**src/rtl/intersection_pkg.sv**
```systemverilog
// intersection_pkg: state encoding, per-state lamp vectors and default phase durations
package intersection_pkg;
  typedef enum logic [2:0] {
    MAIN_G   = 3'd0,
    MAIN_Y   = 3'd1,
    ALLRED_1 = 3'd2,
    SIDE_G   = 3'd3,
    SIDE_Y   = 3'd4,
    PED_WALK = 3'd5,
    ALLRED_2 = 3'd6
  } state_t;
  typedef struct packed {
    logic main_g;
    logic main_y;
    logic main_r;
    logic side_g;
    logic side_y;
    logic side_r;
    logic walk;
  } lamps_t;
  localparam lamps_t L_MAIN_G  = 7'b100_001_0;
  localparam lamps_t L_MAIN_Y  = 7'b010_001_0;
  localparam lamps_t L_SIDE_G  = 7'b001_100_0;
  localparam lamps_t L_SIDE_Y  = 7'b001_010_0;
  localparam lamps_t L_WALK    = 7'b001_001_1;
  localparam lamps_t L_ALL_RED = 7'b001_001_0;
  localparam int DEF_CNT_W        = 8;
  localparam int DEF_GREEN_MIN    = 20;
  localparam int DEF_YELLOW_T     = 4;
  localparam int DEF_ALLRED_T     = 2;
  localparam int DEF_SIDE_GREEN_T = 10;
  localparam int DEF_WALK_T       = 8;
  function automatic lamps_t lamps_of(state_t s);
    case (s)
      MAIN_G:   return L_MAIN_G;
      MAIN_Y:   return L_MAIN_Y;
      SIDE_G:   return L_SIDE_G;
      SIDE_Y:   return L_SIDE_Y;
      PED_WALK: return L_WALK;
      default:  return L_ALL_RED;
    endcase
  endfunction
endpackage

```
**src/rtl/phase_timer.sv**
```systemverilog
// phase_timer: down-counter loaded with duration-1, advancing on tick, done on a tick at zero
module phase_timer #(
  parameter int CNT_W = 8
) (
  input  logic             i_clk,
  input  logic             i_load,
  input  logic [CNT_W-1:0] i_load_val,
  input  logic             i_tick,
  output logic             o_done
);
  logic [CNT_W-1:0] r_cnt;
  always_ff @(posedge i_clk)
    r_cnt <= i_load ? i_load_val : (i_tick && r_cnt != '0) ? r_cnt - 1'b1 : r_cnt;
  assign o_done = i_tick && r_cnt == '0;
endmodule

```
**src/rtl/intersection_controller.sv**
```systemverilog
// intersection_controller: main/side/pedestrian signal sequencer with round-robin request service
module intersection_controller
  import intersection_pkg::*;
#(
  parameter int CNT_W        = DEF_CNT_W,
  parameter int GREEN_MIN    = DEF_GREEN_MIN,
  parameter int YELLOW_T     = DEF_YELLOW_T,
  parameter int ALLRED_T     = DEF_ALLRED_T,
  parameter int SIDE_GREEN_T = DEF_SIDE_GREEN_T,
  parameter int WALK_T       = DEF_WALK_T
) (
  input  logic       i_clk,
  input  logic       i_reset,
  input  logic       i_tick,
  input  logic       i_side_req,
  input  logic       i_ped_btn,
  output logic       o_main_g,
  output logic       o_main_y,
  output logic       o_main_r,
  output logic       o_side_g,
  output logic       o_side_y,
  output logic       o_side_r,
  output logic       o_walk,
  output logic       o_ped_ack,
  output logic [2:0] o_state
);
  state_t           r_state, w_next;
  lamps_t           r_lamps;
  logic             r_side_pend, r_ped_pend, r_last_ped, r_green_exp;
  logic             w_done, w_load, w_serve_side, w_enter_side, w_enter_ped;
  logic [CNT_W-1:0] w_load_val;
  function automatic logic [CNT_W-1:0] dur_m1(state_t s);
    case (s)
      MAIN_G:   return CNT_W'(GREEN_MIN - 1);
      MAIN_Y:   return CNT_W'(YELLOW_T - 1);
      SIDE_Y:   return CNT_W'(YELLOW_T - 1);
      SIDE_G:   return CNT_W'(SIDE_GREEN_T - 1);
      PED_WALK: return CNT_W'(WALK_T - 1);
      default:  return CNT_W'(ALLRED_T - 1);
    endcase
  endfunction
  assign w_serve_side = r_side_pend && (!r_ped_pend || r_last_ped);
  always_comb begin
    w_next = r_state;
    case (r_state)
      MAIN_G:   if ((w_done || r_green_exp) && (r_side_pend || r_ped_pend)) w_next = MAIN_Y;
      MAIN_Y:   if (w_done) w_next = ALLRED_1;
      ALLRED_1: if (w_done) w_next = w_serve_side ? SIDE_G : r_ped_pend ? PED_WALK : ALLRED_2;
      SIDE_G:   if (w_done) w_next = SIDE_Y;
      SIDE_Y:   if (w_done) w_next = ALLRED_2;
      PED_WALK: if (w_done) w_next = ALLRED_2;
      ALLRED_2: if (w_done) w_next = MAIN_G;
      default:  w_next = ALLRED_2;
    endcase
  end
  assign w_load       = !i_reset || w_next != r_state;
  assign w_load_val   = !i_reset ? dur_m1(MAIN_G) : dur_m1(w_next);
  assign w_enter_side = w_next == SIDE_G && r_state != SIDE_G;
  assign w_enter_ped  = w_next == PED_WALK && r_state != PED_WALK;
  phase_timer #(.CNT_W(CNT_W)) u_timer (
    .i_clk      (i_clk),
    .i_load     (w_load),
    .i_load_val (w_load_val),
    .i_tick     (i_tick),
    .o_done     (w_done)
  );
  // Lamps are registered from the next state so they always match r_state.
  always_ff @(posedge i_clk) begin
    if (!i_reset) begin
      r_state     <= MAIN_G;
      r_lamps     <= L_MAIN_G;
      r_side_pend <= 1'b0;
      r_ped_pend  <= 1'b0;
      r_last_ped  <= 1'b1;
      r_green_exp <= 1'b0;
    end else begin
      r_state     <= w_next;
      r_lamps     <= lamps_of(w_next);
      r_side_pend <= !w_enter_side && (r_side_pend || (i_side_req && r_state != SIDE_G && r_state != SIDE_Y));
      r_ped_pend  <= !w_enter_ped && (r_ped_pend || (i_ped_btn && r_state != PED_WALK));
      if (w_enter_side || w_enter_ped) r_last_ped <= w_enter_ped;
      r_green_exp <= r_state == MAIN_G && w_next == MAIN_G && (r_green_exp || w_done);
    end
  end
  assign {o_main_g, o_main_y, o_main_r, o_side_g, o_side_y, o_side_r, o_walk} = r_lamps;
  assign o_ped_ack = r_ped_pend;
  assign o_state   = r_state;
endmodule

```
**config.mk**
```make
export PLATFORM = sky130hd
export DESIGN_NAME = intersection_controller
export DESIGN_NICKNAME = d
export VERILOG_FILES = /design/src/rtl/intersection_pkg.sv /design/src/rtl/phase_timer.sv /design/src/rtl/intersection_controller.sv
export SDC_FILE = /design/constraint.sdc
export NUM_CORES = 1
export LEC_CHECK = 0
export CAP_MARGIN = 15
export CELL_PAD_IN_SITES_DETAIL_PLACEMENT = 1
export CELL_PAD_IN_SITES_GLOBAL_PLACEMENT = 2
export CORE_AREA = 2 2 59 83
export CTS_CLUSTER_SIZE = 40
export DETAILED_ROUTE_END_ITERATION = 8
export DIE_AREA = 0 0 61 85
export GPL_ROUTABILITY_DRIVEN = 0
export MAX_ROUTING_LAYER = met4
export PLACE_DENSITY = 0.73
export SLEW_MARGIN = 20
export SYNTH_ARGS = -nofsm -noshare
export SYNTH_HDL_FRONTEND = slang
export SYNTH_HIERARCHICAL = 1
export SYNTH_SLANG_ARGS = --single-unit
```
**constraint.sdc**
```tcl
create_clock -name i_clk -period 2.8 [get_ports i_clk]
set_clock_uncertainty 0.1 [all_clocks]
set_input_delay 0.56 -clock i_clk [delete_from_list [all_inputs] [get_ports i_clk]]
set_output_delay 0.56 -clock i_clk [all_outputs]
set_load 0.02 [all_outputs]
```
==> results.md <==
* Layout cells sized above 1 at 0.160
* Antenna fix cells at 0
* Final ANT Viol Nets at 0
* Critical path destination: u_timer/r_cnt[2]
* Drt pass-1 iters at 4
* Wire length per cell at 13.9 microns
* Sink Count at 22
* Largest register by flop count: u_timer/r_cnt
* Vias in the first global route at 1,105
* Yosys warning count at 6
* CP arrival at 2.32 ns
* Pre-CTS setup slack at 0.119 ns
* Status: complete, no violations
* P_int at 0.000490 W
* CP Launch Point: u_timer/r_cnt[2]
* CP Class: reg2reg
* HP Class: reg2reg
* Reg clk slew, reported paths at roughly 0.080 ns
* Initial antenna violation count at 0
* Pwr dens at 428 nW/um^2
* Final Worst Setup Slack at 0.316 ns
* F_max at 403 MHz
* Area growth, synth to finish at 24.2%
* Routed Wire Length at about 3100 microns
* Worst r2r dst: u_timer/r_cnt[2]
* Max reg flops at 8
* DR vias/cell at 4.74
* Max cap viols at 0
* Root Buffer: clkbuf_8
* Logic pwr share at 0.123
* Port Buffer Count at 15
* Synth unique cells at 45
* LEAKAGE at a little under 0.6 nW
* Number of enable flip-flop cells after synthesis at 8
* Nets@finish at between 150 and 200
* Gr ovfl total at 0
* Worst r2r src: u_timer/r_cnt[2]
* TritonCTS clock tree: done
* H-tree lvl count at 1
* Vias at between 1,000 and 1,500
* Reg2reg path depth at 7
* Mapped cell area at ~1200 sq um
* CTS Hold Buffers Added at 0
* Post-Syn Area per Cell at slightly below 9 sq um
* Worst hold stages at 2
* Syn Inst Count at 142
* Die Area at 5190 sq um
* Maximum clock insertion buffer count at 2
* Unrepaired setup endpoints after global routing: no
* Final slew viol count at 0
* Worst slew margin at 0.584
* Reg2reg setup slack at 0.32 ns
* Iter 0 DRT Violations at 27
* Core Area at 4460 sq um
* Net Sw Frac at 0.253
* I/O Pins at 16
* DR DRC count at 0
* Endpoints failing setup at 0
* Sum Neg Setup Slack at 0 ns
* First-pass GRT wire length at 5360 microns
* Die Y-Extent at 85 microns
* Num rows at 29
* Ys async rst share at 0
* Reg power frac at 0.570
* Hold Worst Slack at 0.434 ns
* Hold Fails Final Rpt at 0
* Final HPWL DP at 2450 microns
* NetSw at 0.000166 W
* Largest net degree at the start of global routing at 18
* Ys flop type: dfxtp_1
* Clock group share of total power at 0.307
* Final worst-path cycle share at 0.887
* Post-synthesis sequential area ratio at 0.421
* Worst setup EP type: flip-flop
* Worst-Margin Slew at 0.623 ns
* Startpoint types: flip-flop
* Initial Util at 0.277
* Register bit total from synthesis at 22
* GRT Total Usage at 0.139
* Die width at 61 microns
* Max VDD drop at 0.191 mV
* Minimum clock period at 2.48 ns
* Worst path required time at 2.63 ns
* Clk_lat worst skew at 0.26 ns
* Number of CTS-inserted buffers at 3
* Crit-path max FO at 11
## per-stage QoR
stage,utilization,power [W],cells,instance area (sq um)
finish,0.344,0.000657,225,1540
detailed placement,0.333,0.000463,221,1490
floorplan,-,0.000429,144,1250
global route,0.344,0.000695,225,1540
global placement,0.333,0.000459,221,1490
CTS,0.343,0.000671,225,1530
## cells in the mapped netlist, types with 2 or more instances
master,instances,area share
a21o_1,3,0.018
nor3_1,5,0.020
nand3b_1,2,0.012
a21oi_1,7,0.028
buf_2,4,0.016
o21ai_0,8,0.032
nand2_1,15,0.046
nor3_2,2,0.016
a211o_1,2,0.014
inv_1,10,0.030
a31oi_1,2,0.010
o31ai_1,2,0.012
conb_1,2,0.0061
edfxtp_1,8,0.19
o21ai_1,3,0.012
nor2b_1,2,0.010
nor2_1,15,0.046
dfxtp_1,14,0.23
xnor2_1,2,0.014
nand3_1,9,0.036
## worst min-delay path by stage
stage	endpoint	startpoint
2_1_floorplan	r_green_exp	r_green_exp
3_3_place_gp	r_green_exp	r_green_exp
3_5_place_dp	r_green_exp	r_green_exp
4_1_cts	r_green_exp	r_green_exp
5_1_grt	r_green_exp	r_green_exp
6_report	r_green_exp	r_green_exp
## critical path: stages (launching register included)
cell and delay, ns:
edfxtp_1 0.48, nor4_2 0.35, nand3_1 0.18, nor2_2 0.23, o221ai_2 0.16, o2111ai_1 0.13, buf_4 0.21, a21o_1 0.31
## metal layers
layer / global-route usage / vias up / part of all wire
met5: - / - / 0
met4: 0.0415 / 0 / 0.014
met3: 0.0198 / 6 / 0.014
met2: 0.243 / 12 / 0.56
met1: 0.159 / 520 / 0.41
li1: - / 529 / -
## final cells by class
class	instances	area (sq um)
Clock buffer	3	41.3
Clock inverter	1	3.75
Multi-Input combinational cell	104	648
Tap cell	62	77.6
Timing Repair Buffer	22	203
Fill cell	553	2930
Sequential cell	22	520
Inverter	11	41.3
## layout by cell type (no fill, tap or decap), drive strengths merged, types with 2 or more instances in the layout
cell | netlist | layout
or4 | 2 | 2
nor2 | 15 | 15
edfxtp | 8 | 8
nand2b | 2 | 2
nand3 | 9 | 9
nor2b | 3 | 3
a21o | 3 | 3
nor3 | 8 | 8
conb | 2 | 4
nor4 | 2 | 2
a31oi | 2 | 2
nand3b | 2 | 2
dfxtp | 14 | 14
clkbuf | 1 | 3
inv | 11 | 11
a211o | 2 | 2
buf | 6 | 7
and2 | 2 | 2
clkdlybuf4s50 | 0 | 15
nand2 | 16 | 16
xnor2 | 2 | 2
o31ai | 3 | 3
a21oi | 8 | 8
o21ai | 11 | 11
## power by group through the flow
stage	registers, W	logic, W	clock network, W
global placement	0.000380	0.0000791	0
global route	0.000378	0.0000900	0.000227
detailed placement	0.000382	0.0000809	0
finish	0.000374	0.0000805	0.000202
floorplan	0.000377	0.0000526	0
CTS	0.000375	0.0000817	0.000214
## what timing repair did
item | in CTS | in global routing
endpoints found under the setup margin | 0 | 10
setup buffers | 0 | 0
resized for setup | 0 | 1
## cell families after synthesis
group,synth area share
AO/OA/AOI/OAI,0.191
XOR/XNOR,0.0142
adder cells (fa/ha/maj),0.0101
buffers and inverters,0.0678
flip-flops,0.421
multiplexers,0.00810
other,0.00608
AND/OR/NAND/NOR,0.281
No activity file was read; power rests on OpenSTA's default activity.
